**src/rtl/mem_pkg.sv**
```systemverilog
// Shared types and constants for the memory arbiter and its grant logic.
package mem_pkg;

  localparam int ADDR_W_DEF  = 32;
  localparam int DATA_W_DEF  = 32;
  localparam int TIMEOUT_DEF = 16;

  localparam logic PORT_FETCH = 1'b0;
  localparam logic PORT_LSU   = 1'b1;

  typedef enum logic [1:0] {
    IDLE,
    ACCESS,
    DONE
  } arb_state_e;

endpackage

```
**src/rtl/mem_arbiter_rr_arb2.sv**
```systemverilog
// Two-input round-robin grant: on a tie the port that did not win last time
// gets the grant. Purely combinational so other shared resources can reuse it.
module rr_arb2 import mem_pkg::*; (
  input  logic [1:0] req,
  input  logic       last_grant,
  output logic [1:0] gnt
);

  // Pick at most one requester, favouring the port opposite last_grant
  always_comb begin
    gnt = 2'b00;
    if (req[0] && (!req[1] || (last_grant == PORT_LSU))) begin
      gnt[0] = 1'b1;
    end else if (req[1]) begin
      gnt[1] = 1'b1;
    end
  end

endmodule

```
**src/rtl/mem_arbiter.sv**
```systemverilog
// Two-port round-robin arbiter/sequencer in front of the single memory port.
// Port 0 is instruction fetch (read only), port 1 is load/store.
// Optional watchdog: define MEM_ARB_TIMEOUT_EN to add the access timeout and
// the sticky err output.
module mem_arbiter import mem_pkg::*; #(
  parameter int ADDR_W         = ADDR_W_DEF,
  parameter int DATA_W         = DATA_W_DEF,
  parameter int TIMEOUT_CYCLES = TIMEOUT_DEF
) (
  input  logic              clk,
  input  logic              rst_n,
  input  logic              p0_req,
  input  logic [ADDR_W-1:0] p0_addr,
  output logic              p0_done,
  output logic [DATA_W-1:0] p0_rdata,
  input  logic              p1_req,
  input  logic              p1_we,
  input  logic [ADDR_W-1:0] p1_addr,
  input  logic [DATA_W-1:0] p1_wdata,
  output logic              p1_done,
  output logic [DATA_W-1:0] p1_rdata,
  output logic [ADDR_W-1:0] mem_addr,
  output logic [DATA_W-1:0] mem_wdata,
  output logic              mem_read,
  output logic              mem_write,
  input  logic [DATA_W-1:0] mem_rdata,
  input  logic              mem_ready,
`ifdef MEM_ARB_TIMEOUT_EN
  output logic              err,
`endif
  output logic              busy
);

  if (TIMEOUT_CYCLES < 1) begin : g_bad_timeout
    $error("mem_arbiter: TIMEOUT_CYCLES must be at least 1");
  end

  arb_state_e        state_q, state_d;
  logic              last_grant_q, last_grant_d;
  logic              gnt_port_q, gnt_port_d;
  logic [ADDR_W-1:0] mem_addr_q, mem_addr_d;
  logic [DATA_W-1:0] mem_wdata_q, mem_wdata_d;
  logic              mem_read_q, mem_read_d;
  logic              mem_write_q, mem_write_d;
  logic              p0_done_q, p0_done_d;
  logic              p1_done_q, p1_done_d;
  logic [DATA_W-1:0] p0_rdata_q, p0_rdata_d;
  logic [DATA_W-1:0] p1_rdata_q, p1_rdata_d;
  logic              busy_q, busy_d;
  logic [1:0]        gnt;

`ifdef MEM_ARB_TIMEOUT_EN
  localparam int CNT_W = (TIMEOUT_CYCLES < 2) ? 1 : $clog2(TIMEOUT_CYCLES + 1);
  logic [CNT_W-1:0] cnt_q, cnt_d;
  logic             err_q, err_d;
`endif

  rr_arb2 u_rr_arb2 (
    .req        ({p1_req, p0_req}),
    .last_grant (last_grant_q),
    .gnt        (gnt)
  );

  // Next-state logic: grant in IDLE, hold strobes in ACCESS, one-cycle DONE
  always_comb begin
    state_d      = state_q;
    last_grant_d = last_grant_q;
    gnt_port_d   = gnt_port_q;
    mem_addr_d   = mem_addr_q;
    mem_wdata_d  = mem_wdata_q;
    mem_read_d   = mem_read_q;
    mem_write_d  = mem_write_q;
    p0_done_d    = 1'b0;
    p1_done_d    = 1'b0;
    p0_rdata_d   = p0_rdata_q;
    p1_rdata_d   = p1_rdata_q;
`ifdef MEM_ARB_TIMEOUT_EN
    cnt_d        = cnt_q;
    err_d        = err_q;
`endif
    case (state_q)
      IDLE: begin
        if (gnt != 2'b00) begin
          gnt_port_d   = gnt[1];
          last_grant_d = gnt[1];
          if (gnt[1]) begin
            mem_addr_d  = p1_addr;
            mem_wdata_d = p1_wdata;
            mem_read_d  = !p1_we;
            mem_write_d = p1_we;
          end else begin
            mem_addr_d  = p0_addr;
            mem_wdata_d = '0;
            mem_read_d  = 1'b1;
            mem_write_d = 1'b0;
          end
          state_d = ACCESS;
`ifdef MEM_ARB_TIMEOUT_EN
          cnt_d   = '0;
`endif
        end
      end
      ACCESS: begin
        if (mem_ready) begin
          mem_read_d  = 1'b0;
          mem_write_d = 1'b0;
          if (gnt_port_q == PORT_LSU) begin
            p1_done_d = 1'b1;
            if (mem_read_q) p1_rdata_d = mem_rdata;
          end else begin
            p0_done_d = 1'b1;
            if (mem_read_q) p0_rdata_d = mem_rdata;
          end
          state_d = DONE;
        end
`ifdef MEM_ARB_TIMEOUT_EN
        else if (cnt_q == CNT_W'(TIMEOUT_CYCLES - 1)) begin
          mem_read_d  = 1'b0;
          mem_write_d = 1'b0;
          err_d       = 1'b1;
          if (gnt_port_q == PORT_LSU) begin
            p1_done_d  = 1'b1;
            p1_rdata_d = '0;
          end else begin
            p0_done_d  = 1'b1;
            p0_rdata_d = '0;
          end
          state_d = DONE;
        end else begin
          cnt_d = cnt_q + CNT_W'(1);
        end
`endif
      end
      DONE: begin
        state_d = IDLE;
      end
      default: begin
        state_d = IDLE;
      end
    endcase
    busy_d = (state_d != IDLE);
  end

  // State and registered outputs; synchronous reset drops any in-flight access
  always_ff @(posedge clk) begin
    if (!rst_n) begin
      state_q      <= IDLE;
      last_grant_q <= PORT_LSU;
      gnt_port_q   <= PORT_FETCH;
      mem_addr_q   <= '0;
      mem_wdata_q  <= '0;
      mem_read_q   <= 1'b0;
      mem_write_q  <= 1'b0;
      p0_done_q    <= 1'b0;
      p1_done_q    <= 1'b0;
      p0_rdata_q   <= '0;
      p1_rdata_q   <= '0;
      busy_q       <= 1'b0;
`ifdef MEM_ARB_TIMEOUT_EN
      cnt_q        <= '0;
      err_q        <= 1'b0;
`endif
    end else begin
      state_q      <= state_d;
      last_grant_q <= last_grant_d;
      gnt_port_q   <= gnt_port_d;
      mem_addr_q   <= mem_addr_d;
      mem_wdata_q  <= mem_wdata_d;
      mem_read_q   <= mem_read_d;
      mem_write_q  <= mem_write_d;
      p0_done_q    <= p0_done_d;
      p1_done_q    <= p1_done_d;
      p0_rdata_q   <= p0_rdata_d;
      p1_rdata_q   <= p1_rdata_d;
      busy_q       <= busy_d;
`ifdef MEM_ARB_TIMEOUT_EN
      cnt_q        <= cnt_d;
      err_q        <= err_d;
`endif
    end
  end

  assign mem_addr  = mem_addr_q;
  assign mem_wdata = mem_wdata_q;
  assign mem_read  = mem_read_q;
  assign mem_write = mem_write_q;
  assign p0_done   = p0_done_q;
  assign p1_done   = p1_done_q;
  assign p0_rdata  = p0_rdata_q;
  assign p1_rdata  = p1_rdata_q;
  assign busy      = busy_q;
`ifdef MEM_ARB_TIMEOUT_EN
  assign err       = err_q;
`endif

endmodule

```
**config.mk**
```make
export PLATFORM = sky130hd
export DESIGN_NAME = mem_arbiter
export DESIGN_NICKNAME = d
export VERILOG_FILES = /design/src/rtl/mem_pkg.sv /design/src/rtl/mem_arbiter_rr_arb2.sv /design/src/rtl/mem_arbiter.sv
export SDC_FILE = /design/constraint.sdc
export NUM_CORES = 1
export LEC_CHECK = 0
export ABC_AREA = 1
export BUFFER_PORTS_ARGS = -buffer_cell sky130_fd_sc_hd__buf_4
export CORE_AREA = 2 2 115 117
export DETAILED_ROUTE_END_ITERATION = 7
export DIE_AREA = 0 0 117 119
export PLACE_DENSITY = 0.85
export SYNTH_ARGS = -nofsm -noshare
export SYNTH_HDL_FRONTEND = slang
export SYNTH_HIERARCHICAL = 1
export SYNTH_SLANG_ARGS = --single-unit
```
**constraint.sdc**
```tcl
create_clock -name clk -period 2.05 [get_ports clk]
set_input_delay 0.41 -clock clk [delete_from_list [all_inputs] [get_ports clk]]
set_output_delay 0.41 -clock clk [all_outputs]
set_load 0.01 [all_outputs]
```
==> summary.md <==
| Metric | Value |
|---|---|
| Outcome | `complete, no violations` |
| DP Cell Count | `1207` |
| Slew of the pin with the lowest slew margin | `0.3860 ns` |
| H-tree depth | `4` |
| Worst path max stage delay | `0.48 ns` |
| Core box area | `12870 um^2` |
| RSZ-0062 raised after global routing | `false` |
| I/O pin count | `267` |
| Post-Route WL | `15.31 mm` |
| Maximum vdd drop | `518.2 uV` |
| Via count | `5663` |
| Drt pass-1 iters | `7` |
| Syn. warnings | `6` |
| Clock transition at path regs | `0.06 ns` |
| FILL cells | `1148` |
| Hold Violations, Final | `0` |
| DP Wirelength | `11.00 mm` |
| DR iter-0 viols | `393` |
| Vias in the first global route | `5224` |
| Synth-to-Final Area Change | `48.25%` |
| Mapped Nets | `934` |
| CP required | `2.36 ns` |
| CP Buf/Inv Count | `1` |
| Internal | `5.343 mW` |
| Syn Inst Count | `800` |
| Sequential share of the synthesized area | `49.21%` |
| Die Y | `119 um` |
| I/O Buffers | `266` |
| Crit-path cells | `nand3_4 -> nor2_8 -> buf_12 -> nand2_1 -> nand2_1 -> nor2_1` |
| WP data arrival | `1.87 ns` |
| Vias per cell | `4.571` |
| Pwr dens | `874.3 nW/um^2` |
| Fin nets | `1184` |
| Setup Buffers After CTS | `0` |
| Dpl ws | `0.4453 ns` |
| Fmax | `639.9 MHz` |
| Num CTS Buffers | `17` |
| Library cells used by synthesis | `23` |
| Remaining DRCs | `0` |
| Clock sink count | `137` |
| Comb power frac | `16.3%` |
| Starting Density | `43.28%` |
| Nature of the critical path endpoint | `register` |
| Switching share of power | `26.03%` |
| Most used cell, CP | `nand2_1` |
| Max Cap Violations | `0` |
| Final Cycle Share | `76.23%` |
| Fin. max-slew vios | `0` |
| Proportion of layout cells with a drive suffix above 1 | `30.57%` |
| Flops & latches, synth | `137` |
| Gr ovfl total | `0` |
| Setup WS post-layout | `0.4874 ns` |
| # resized after CTS | `0` |
| Largest net degree at the start of global routing | `67` |
| Worst-Skew Late Latency | `0.42 ns` |
| Final Setup Violations | `0` |
| Post-Syn Area | `5573 um^2` |
| LEAKAGE | `4.097 nW` |
| Rows | `42` |
| Synthesized area per cell | `6.966 um^2` |
| Sequential share of power | `40.5%` |
| Critical path launch point type | `register` |
| Routed Antenna Nets | `0` |
| Worst hold path type | `in -> reg` |
| Net Sw Power | `1.880 mW` |
| Clock buffer depth | `2` |
| Die Span X | `117 um` |
| Final setup TNS | `0 ns` |
| Tot GR Track Use | `21.76%` |
| First-pass GRT wire length | `24.00 mm` |
| Clk pwr share | `43.2%` |
| Cts hold-fix bufs | `0` |
| Number of inserted diodes | `0` |
| Die area | `13920 um^2` |
| Tmin final | `1.563 ns` |
| Top Family by Delay on Critical Path | `simple AND/OR/NAND/NOR gates` |
| CP max stage cell | `dfxtp_1` |
| Finished Layout Cells | `1239` |
| Kind of critical path | `reg -> reg` |
| Final Skew | `0.01083 ns` |
| Root Driver | `clkbuf_16` |
| Routed len/inst | `12.36 um` |
| Gp weighted congestion | `0.8250` |
| Antenna violations before repair | `0` |
| Worst Path Max Fanout | `31` |
| Relative slew slack | `74.26%` |
| CTS tree | `built` |
[sequential cells by signal, indices dropped and copies added, names as in the netlist]
signal	cells
mem_read	1
busy	1
mem_write	1
state_q	2
p0_done	1
gnt_port_q	1
p0_rdata	32
p1_done	1
last_grant_q	1
mem_wdata	32
p1_rdata	32
mem_addr	32
[metrics by stage]
| stage | cell area (um^2) | hold slack [ns] | util [%] | total power [mW] |
|---|---|---|---|---|
| 6_report | 8262 | 0.2373 | 64.17 | 7.223 |
| 5_1_grt | 8262 | 0.2229 | 64.17 | 7.569 |
| 4_1_cts | 8262 | 0.2258 | 64.17 | 7.296 |
| 3_5_place_dp | 7649 | 0.4550 | 59.41 | 4.162 |
| 3_3_place_gp | 7649 | 0.4516 | 59.41 | 4.139 |
| 2_1_floorplan | 5573 | 0.4668 | - | 3.582 |
[worst reg2reg max path, cell delays in order, from the launching register on]
cell     delay, ns
dfxtp_1       0.48
nand3_4       0.18
nor2_8        0.35
buf_12        0.23
nand2_1       0.09
nand2_1       0.07
nor2_1        0.05
[final cells by class]
| cell class | instances | area [um^2] | share of cell area, % |
|---|---|---|---|
| well taps | 176 | 220.2 | 2.665 |
| flip-flops and latches | 137 | 2743 | 33.20 |
| multi-input cells | 573 | 2364 | 28.61 |
| clock buffers | 18 | 439.2 | 5.316 |
| inverters | 40 | 150.1 | 1.817 |
| clock inverters | 14 | 173.9 | 2.105 |
| repair buffers | 281 | 2172 | 26.29 |
[metal layers]
metal | global-route usage [%] | routed length [um] | share of wire [%] | vias up
met4 | 8.529 | 318 | 2.1 | 0
met1 | 24.48 | 6148 | 40 | 2508
met5 | 0 | 0 | 0 | -
met3 | 7.634 | 1077 | 7.0 | 29
met2 | 37.21 | 7763 | 51 | 182
li1 | - | - | - | 2944
[final timing paths]
kind                      from            to  slack (ns)  cells past startpoint
hold / removal     p1_wdata[9]  mem_wdata[9]        0.24                      3
hold reg to reg   mem_wdata[9]  mem_wdata[9]        0.47                      2
setup reg to reg    state_q[0]  p0_rdata[21]        0.49                      6
setup / recovery    state_q[0]  p0_rdata[21]        0.49                      6
[synth_stat cells (all sizes together)]
cell type	instances	share of area, %
dfxtp	137	49
nor3	2	0.18
a21oi	70	6.4
buf	38	4.9
a21boi	1	0.20
clkbuf	12	0.81
inv	40	2.7
nor2	164	12
or2	1	0.11
nand2	298	20
o21ai	32	2.9
nand3	5	0.76
[power groups by stage]
stage,combinational (mW),sequential [mW],clock (mW)
final,1.18,2.92,3.12
after global routing,1.30,2.94,3.32
after CTS,1.19,2.92,3.19
after detailed placement,1.18,2.98,0
after global placement,1.16,2.98,0
after floorplan,0.537,3.05,0
[placed cells by master (no fill, tap or decap), types with 3 or more instances in the layout]
master and count:
dfxtp_1 137, clkinv_4 4, a21oi_1 69, buf_4 276, nand2_1 296, nor2_1 161
bufinv_16 3, o21ai_0 24, inv_1 38, buf_12 5, o21ai_1 8, clkbuf_16 17
nand3_1 3, clkinvlp_4 4
[kinds of logic after synthesis]
logic type             count (synthesis)  synth area share (%)
and+or+nand+nor                      470                 32.98
DFF                                  137                 49.21
AOI/OAI and AO/OA                    103                 9.430
buffers and inverters                 90                 8.375
Note: power is estimated with default switching activity, not from simulation.
